--- src/rtl/sys1_video_timing_if.sv ---
// Pixel-side bundle between the raster timing block and the system top / video mixer.
// master = timing generator (drives counters, strobe, RGB and flags); slave = consumer returning POUT.
interface sys1_video_timing_if;
  logic [7:0]  POUT;
  logic [8:0]  PH;
  logic [8:0]  PV;
  logic        ce_pix;
  logic        hblank;
  logic        vblank;
  logic        hsync;
  logic        vsync;
  logic [23:0] rgb;

  modport master (
    input  POUT,
    output PH, PV, ce_pix, hblank, vblank, hsync, vsync, rgb
  );

  modport slave (
    output POUT,
    input  PH, PV, ce_pix, hblank, vblank, hsync, vsync, rgb
  );
endinterface

--- src/rtl/sys1_video_timing.sv ---
// System 1/2 raster timing: 6 MHz strobe, PH/PV counters, POUT -> 24-bit RGB with aligned blank/sync.
// RGB/flags for a PH/PV land PIX_DELAY+1 strobes after it is driven; no backpressure, outputs hold between strobes.
module sys1_video_timing #(
  parameter int CLK_DIV      = 8,
  parameter int H_TOTAL      = 384,
  parameter int H_ACTIVE     = 256,
  parameter int H_SYNC_START = 288,
  parameter int H_SYNC_LEN   = 32,
  parameter int V_TOTAL      = 264,
  parameter int V_ACTIVE     = 224,
  parameter int V_SYNC_START = 236,
  parameter int V_SYNC_LEN   = 3,
  parameter int PIX_DELAY    = 2
) (
  input  logic                clk48M,
  input  logic                reset_n,
  sys1_video_timing_if.master vid
);
  localparam int              DW       = (CLK_DIV > 1) ? $clog2(CLK_DIV) : 1;
  localparam logic [DW-1:0]   DIV_LAST = DW'(CLK_DIV - 1);
  localparam logic [8:0]      PH_LAST  = 9'(H_TOTAL - 1);
  localparam logic [8:0]      PV_LAST  = 9'(V_TOTAL - 1);
  localparam logic [8:0]      H_ACT    = 9'(H_ACTIVE);
  localparam logic [8:0]      V_ACT    = 9'(V_ACTIVE);
  localparam logic [8:0]      HS_BEG   = 9'(H_SYNC_START);
  localparam logic [8:0]      HS_END   = 9'(H_SYNC_START + H_SYNC_LEN);
  localparam logic [8:0]      VS_BEG   = 9'(V_SYNC_START);
  localparam logic [8:0]      VS_END   = 9'(V_SYNC_START + V_SYNC_LEN);

  logic [DW-1:0] div;
  logic          ce;
  logic [8:0]    ph;
  logic [8:0]    pv;
  logic [3:0]    flags_raw;
  logic [3:0]    flag_dly [PIX_DELAY];
  logic [3:0]    flags_out;
  logic [3:0]    flags_tap;
  logic [2:0]    r;
  logic [2:0]    g;
  logic [1:0]    b;
  logic [23:0]   rgb_exp;
  logic [23:0]   rgb_q;

  assign ce = (div == DIV_LAST);

  // Flag order throughout: {hb, vb, hs, vs}
  always_comb begin
    flags_raw = {ph >= H_ACT,
                 pv >= V_ACT,
                 (ph >= HS_BEG) && (ph < HS_END),
                 (pv >= VS_BEG) && (pv < VS_END)};
  end

  assign flags_tap = flag_dly[PIX_DELAY-1];

  // Bit replication maps 3/2-bit codes onto 0..255 with both end points exact.
  assign r       = vid.POUT[2:0];
  assign g       = vid.POUT[5:3];
  assign b       = vid.POUT[7:6];
  assign rgb_exp = {r, r, r[2:1], g, g, g[2:1], b, b, b, b};

  always_ff @(posedge clk48M) begin
    if (!reset_n) begin
      div       <= '0;
      ph        <= '0;
      pv        <= '0;
      flags_out <= '0;
      rgb_q     <= '0;
      for (int i = 0; i < PIX_DELAY; i++) flag_dly[i] <= '0;
    end else begin
      div <= ce ? '0 : div + DW'(1);
      if (ce) begin
        if (ph == PH_LAST) begin
          ph <= '0;
          pv <= (pv == PV_LAST) ? 9'd0 : pv + 9'd1;
        end else begin
          ph <= ph + 9'd1;
        end
        flag_dly[0] <= flags_raw;
        for (int i = 1; i < PIX_DELAY; i++) flag_dly[i] <= flag_dly[i-1];
        // POUT returning now belongs to the PH/PV whose flags sit at the end of the delay line.
        flags_out <= flags_tap;
        rgb_q     <= (flags_tap[3] | flags_tap[2]) ? 24'd0 : rgb_exp;
      end
    end
  end

  assign vid.PH     = ph;
  assign vid.PV     = pv;
  assign vid.ce_pix = ce;
  assign vid.hblank = flags_out[3];
  assign vid.vblank = flags_out[2];
  assign vid.hsync  = flags_out[1];
  assign vid.vsync  = flags_out[0];
  assign vid.rgb    = rgb_q;
endmodule
--- src/flat_wrapper.sv ---
// flat-port wrapper written by rule: the top's interface ports become plain ports
module sys1_video_timing_flat 
#(
  parameter int CLK_DIV      = 8,
  parameter int H_TOTAL      = 384,
  parameter int H_ACTIVE     = 256,
  parameter int H_SYNC_START = 288,
  parameter int H_SYNC_LEN   = 32,
  parameter int V_TOTAL      = 264,
  parameter int V_ACTIVE     = 224,
  parameter int V_SYNC_START = 236,
  parameter int V_SYNC_LEN   = 3,
  parameter int PIX_DELAY    = 2
)
  (clk48M, reset_n, vid_POUT, vid_PH, vid_PV, vid_ce_pix, vid_hblank, vid_vblank, vid_hsync, vid_vsync, vid_rgb);
  sys1_video_timing_if vid_i ();
  input  logic clk48M;
  input  logic reset_n;
  input wire logic [$bits(vid_i.POUT)-1:0] vid_POUT;
  output wire logic [$bits(vid_i.PH)-1:0] vid_PH;
  output wire logic [$bits(vid_i.PV)-1:0] vid_PV;
  output wire logic [$bits(vid_i.ce_pix)-1:0] vid_ce_pix;
  output wire logic [$bits(vid_i.hblank)-1:0] vid_hblank;
  output wire logic [$bits(vid_i.vblank)-1:0] vid_vblank;
  output wire logic [$bits(vid_i.hsync)-1:0] vid_hsync;
  output wire logic [$bits(vid_i.vsync)-1:0] vid_vsync;
  output wire logic [$bits(vid_i.rgb)-1:0] vid_rgb;
  assign vid_i.POUT = vid_POUT;
  assign vid_PH = vid_i.PH;
  assign vid_PV = vid_i.PV;
  assign vid_ce_pix = vid_i.ce_pix;
  assign vid_hblank = vid_i.hblank;
  assign vid_vblank = vid_i.vblank;
  assign vid_hsync = vid_i.hsync;
  assign vid_vsync = vid_i.vsync;
  assign vid_rgb = vid_i.rgb;
  sys1_video_timing #(.CLK_DIV(CLK_DIV), .H_TOTAL(H_TOTAL), .H_ACTIVE(H_ACTIVE), .H_SYNC_START(H_SYNC_START), .H_SYNC_LEN(H_SYNC_LEN), .V_TOTAL(V_TOTAL), .V_ACTIVE(V_ACTIVE), .V_SYNC_START(V_SYNC_START), .V_SYNC_LEN(V_SYNC_LEN), .PIX_DELAY(PIX_DELAY)) u_core (.clk48M(clk48M), .reset_n(reset_n), .vid(vid_i));
endmodule
--- config.mk ---
export PLATFORM = sky130hd
export DESIGN_NAME = sys1_video_timing_flat
export DESIGN_NICKNAME = d
export VERILOG_FILES = /design/src/rtl/sys1_video_timing_if.sv /design/src/rtl/sys1_video_timing.sv /design/src/flat_wrapper.sv
export SDC_FILE = /design/constraint.sdc
export NUM_CORES = 1
export LEC_CHECK = 0
export ABC_AREA = 0
export BUFFER_PORTS_ARGS = -buffer_cell sky130_fd_sc_hd__buf_2
export CAP_MARGIN = 10
export CELL_PAD_IN_SITES_DETAIL_PLACEMENT = 1
export CELL_PAD_IN_SITES_GLOBAL_PLACEMENT = 2
export CORE_MARGIN = 3
export CORE_UTILIZATION = 27
export DETAILED_ROUTE_END_ITERATION = 8
export PLACE_DENSITY_LB_ADDON = 0.1
export REMOVE_ABC_BUFFERS = 1
export SYNTH_ARGS = -nofsm -noshare
export SYNTH_HDL_FRONTEND = slang
export SYNTH_SLANG_ARGS = --single-unit
export TNS_END_PERCENT = 5
--- constraint.sdc ---
create_clock -name clk48M -period 1.7 [get_ports clk48M]
set_input_delay 0.255 -clock clk48M [delete_from_list [all_inputs] [get_ports clk48M]]
set_output_delay 0.255 -clock clk48M [all_outputs]
set_load 0.03 [all_outputs]
==> flow_summary.ini <==
[status]
status = completed

[synth]
synthXorXnorAreaFrac_pct = 2.765
avgSynthCellArea_um2 = 9.848
synth_top_family_by_area = simple AND/OR/NAND/NOR gates
ys_warn_count = 0
synthSimpleGateAreaFrac_pct = 23.30
netlist_instances = 193
yosys.area.top_type = dfxtp_1
synth-adder-area-share_pct = 3.950
synth-compound-area-share_pct = 8.887
synth.distinct_cells = 38
yosysTopAreaCellShare_pct = 34.76
synthesis.area_um2 = 1901
synth-seq-area-share_pct = 47.40
synthTopCellsByArea = dfxtp_1 35%, edfxtp_1 13%, buf_4 6.7%
synth_ff_type = dfxtp_1
synth-async-reset-ratio_pct = 0
synth.mux.area_fraction_pct = 3.687
synth_edf_count = 8
ys_seq_elements = 41

[finish]
num_antenna_cells = 0
syn_to_final_growth_pct = 27.39
drive_gt1_share_pct = 37.50
final_util_pct = 36.86
post-route-cell-area_um2 = 2421
n_fill_cell = 784
fin_nets = 263
finalNonFillerCells = 341

[hold_path]
min_path_type = input port to flip-flop

[setup_path]
endpoint_kind = output pin
worstPathArrival_ns = 1.39
crit_fanout = 15
crit_top_cell = ha_4
reg2reg_slack_ns = 0.06
cp_cell_sequence = ha_4 > ha_4 > buf_4 > clkbuf_4
startpoint_type = flip-flop
timing.rr.start = u_core.div[0]$_SDFF_PP0_
slowest_stage = dfxtp_2
r2r_end = u_core.vid.PV[5]$_SDFFE_PN0P_
cp.depth = 4
worstSetupStartpoint = u_core.div[0]$_SDFF_PP0_
cpPeakStageDelay_ns = 0.37
cpLargestDelayFamily = buffers and inverters
cp_num_buf_inv = 2
crit_path_end = vid_ce_pix
critPathKind = flip-flop to output pin
r2r_cells = 6
required_ns = 1.44

[sta]
fin_tns_setup_ns = 0
slew-limit-headroom_pct = 66.95
report.final.slew_viol_count = 0
rsz0062_at_grt = yes
setup_ws_ns = 0.05973
fin_crit_sh_pct = 96.49
worst_pin_slew_ns = 0.4931
setup_viol = 0
fin_skew_ns = 0.005360
max_freq_mhz = 609.7
timing_hold_violations_final = 0
fin_crit_ns = 1.640

[detailed_routing]
wl_mm = 4.937
via_count = 1561
drt_iter0_drc = 25
vias_per_cell = 4.578
routedWlPerCell_um = 14.48
firstDrtPassIters = 4
drc_errors = 0
ant_nets = 0

[floorplanning]
boundaryPins = 57
die_y_um = 89.90
dieArea_um2 = 8082
dieWidth_um = 89.90
core_um2 = 6568
start_util_pct = 28.94
rows = 29

[global_routing]
antenna_found_initial = 0
grt_overflow = 0
grt_pass1_vias = 1737
track_usage_pct = 12.69
grt_start_max_net_pins = 20
grt_pass1_wl_mm = 8.549

[placed_design]
dp_hpwl_mm = 3.661
dp_slack_ns = -0.1021
gp_congestion = 0.7799
dpl_cell_area_um2 = 2250
portBuffers = 56
dp.cells = 333

[clock_tree]
cts_tree = built
post_cts_buffers = 0
htree_levels = 2
clk-insertion-delay-late_ns = 0.29
clk_pin_slew_worst_paths_ns = 0.09
cts_buffers = 5
clkSinkCount = 41
root_buffer = clkbuf_8
ctsLongestPathBuffers = 2

[job]
drv_cap = 0

[power_and_ir_drop]
peakVddDrop_mv = 0.2841
p_comb_share_pct = 3.2
swShare_pct = 21.22
power.density_nw_per_um2 = 790.6
pwr-share-seq_pct = 52.8
power_frac_clock_pct = 43.9
internal_power_w = 0.001508
p_switching_w = 0.0004063
p_leak_nw = 1.079
per-stage QoR:
step / total power (W) / hold slack (ns)
3_3_place_gp: 0.001088 / 0.4092
4_1_cts: 0.001932 / 0.1679
5_1_grt: 0.001979 / 0.1758
2_1_floorplan: 0.001052 / 0.3767
3_5_place_dp: 0.001090 / 0.4279
6_report: 0.001914 / 0.1731
power groups by stage:
stage / Sequential (W) / Combinational [W] / Clock [W]
4_1_cts: 0.00101 / 0.0000606 / 0.000864
5_1_grt: 0.00101 / 0.0000733 / 0.000893
6_report: 0.00101 / 0.0000622 / 0.000841
3_3_place_gp: 0.00103 / 0.0000581 / 0
3_5_place_dp: 0.00103 / 0.0000598 / 0
2_1_floorplan: 0.00103 / 0.0000204 / 0
kinds of logic (layout without fill, tap and decap cells):
kind of cell	Yosys count	count (layout)
AND/OR/NAND/NOR	78	78
multiplexers	7	7
AO/OA/AOI/OAI	24	24
XOR/XNOR	6	6
flip-flops	41	41
adder cells (fa/ha/maj)	6	6
buffers and inverters	31	86
routing by layer:
metal | vias up | share of wire [%] | GRT usage (%)
li1 | 758 | - | -
met1 | 762 | 44 | 14.75
met2 | 37 | 51 | 23.31
met3 | 4 | 4.1 | 2.922
met4 | 0 | 0.73 | 3.444
met5 | - | 0 | 0
worst min-delay path by stage:
| stage | from | end | cells after the start |
|---|---|---|---|
| after CTS | vid_POUT[1] | u_core.vid.rgb[22]$_SDFFE_PN0P_ | 2 |
| after floorplan | reset_n | u_core.vid.PH[2]$_SDFFE_PN0P_ | 1 |
| after global routing | vid_POUT[7] | u_core.vid.rgb[7]$_SDFFE_PN0P_ | 2 |
| final | vid_POUT[1] | u_core.vid.rgb[22]$_SDFFE_PN0P_ | 2 |
| after global placement | u_core.div[0]$_SDFF_PP0_ | u_core.div[0]$_SDFF_PP0_ | 1 |
| after detailed placement | u_core.div[0]$_SDFF_PP0_ | u_core.div[0]$_SDFF_PP0_ | 1 |
registers in the layout, summed over array words and instances, names as in the netlist:
| name | flops |
|---|---|
| u_core.div | 3 |
| u_core.flag_dly | 8 |
| u_core.flags_out | 4 |
| u_core.vid.PH | 9 |
| u_core.vid.PV | 9 |
| u_core.vid.rgb | 8 |
cells in the mapped netlist, types with 3 or more instances:
master,count
and4_1,3
and3_1,10
a21boi_0,3
o21ai_0,3
and2_1,5
xnor2_1,4
a22o_1,8
nand4_1,4
buf_4,17
nor2b_1,9
edfxtp_1,8
dfxtp_1,33
inv_1,6
a21oi_1,5
clkbuf_1,5
ha_1,6
nand3_1,9
nand2_1,18
nor2_1,8
mux2i_1,7
repair_timing:
item | in CTS | in global routing
hold buffers | 0 | 0
pin swaps | 0 | 1
endpoints found under the setup margin | 17 | 31
gates resized for setup | 7 | 7
cells in the final DEF (no fill, tap or decap), drive strengths merged, types with 2 or more instances in the layout:
cell / synthesis / layout
a21boi: 4 / 4
a21oi: 5 / 5
a22o: 8 / 8
and2: 5 / 5
and3: 10 / 10
and4: 3 / 3
buf: 20 / 71
clkbuf: 5 / 7
dfxtp: 33 / 33
edfxtp: 8 / 8
ha: 6 / 6
inv: 6 / 6
mux2i: 7 / 7
nand2: 18 / 18
nand2b: 2 / 2
nand3: 10 / 10
nand4: 4 / 4
nor2: 8 / 8
nor2b: 9 / 9
nor4b: 2 / 2
o21ai: 3 / 3
xnor2: 4 / 4
xor2: 2 / 2
cell type report:
cell class / count / area, um2 / share of cell area [%]
Clock buffer: 6 / 82.58 / 3.411
Clock inverter: 2 / 37.54 / 1.550
Inverter: 6 / 22.52 / 0.9302
Multi-Input combinational cell: 121 / 855.8 / 35.35
Sequential cell: 41 / 903.4 / 37.31
Tap cell: 93 / 116.4 / 4.806
Timing Repair Buffer: 72 / 402.9 / 16.64
Power figures use the tool's default switching activity.
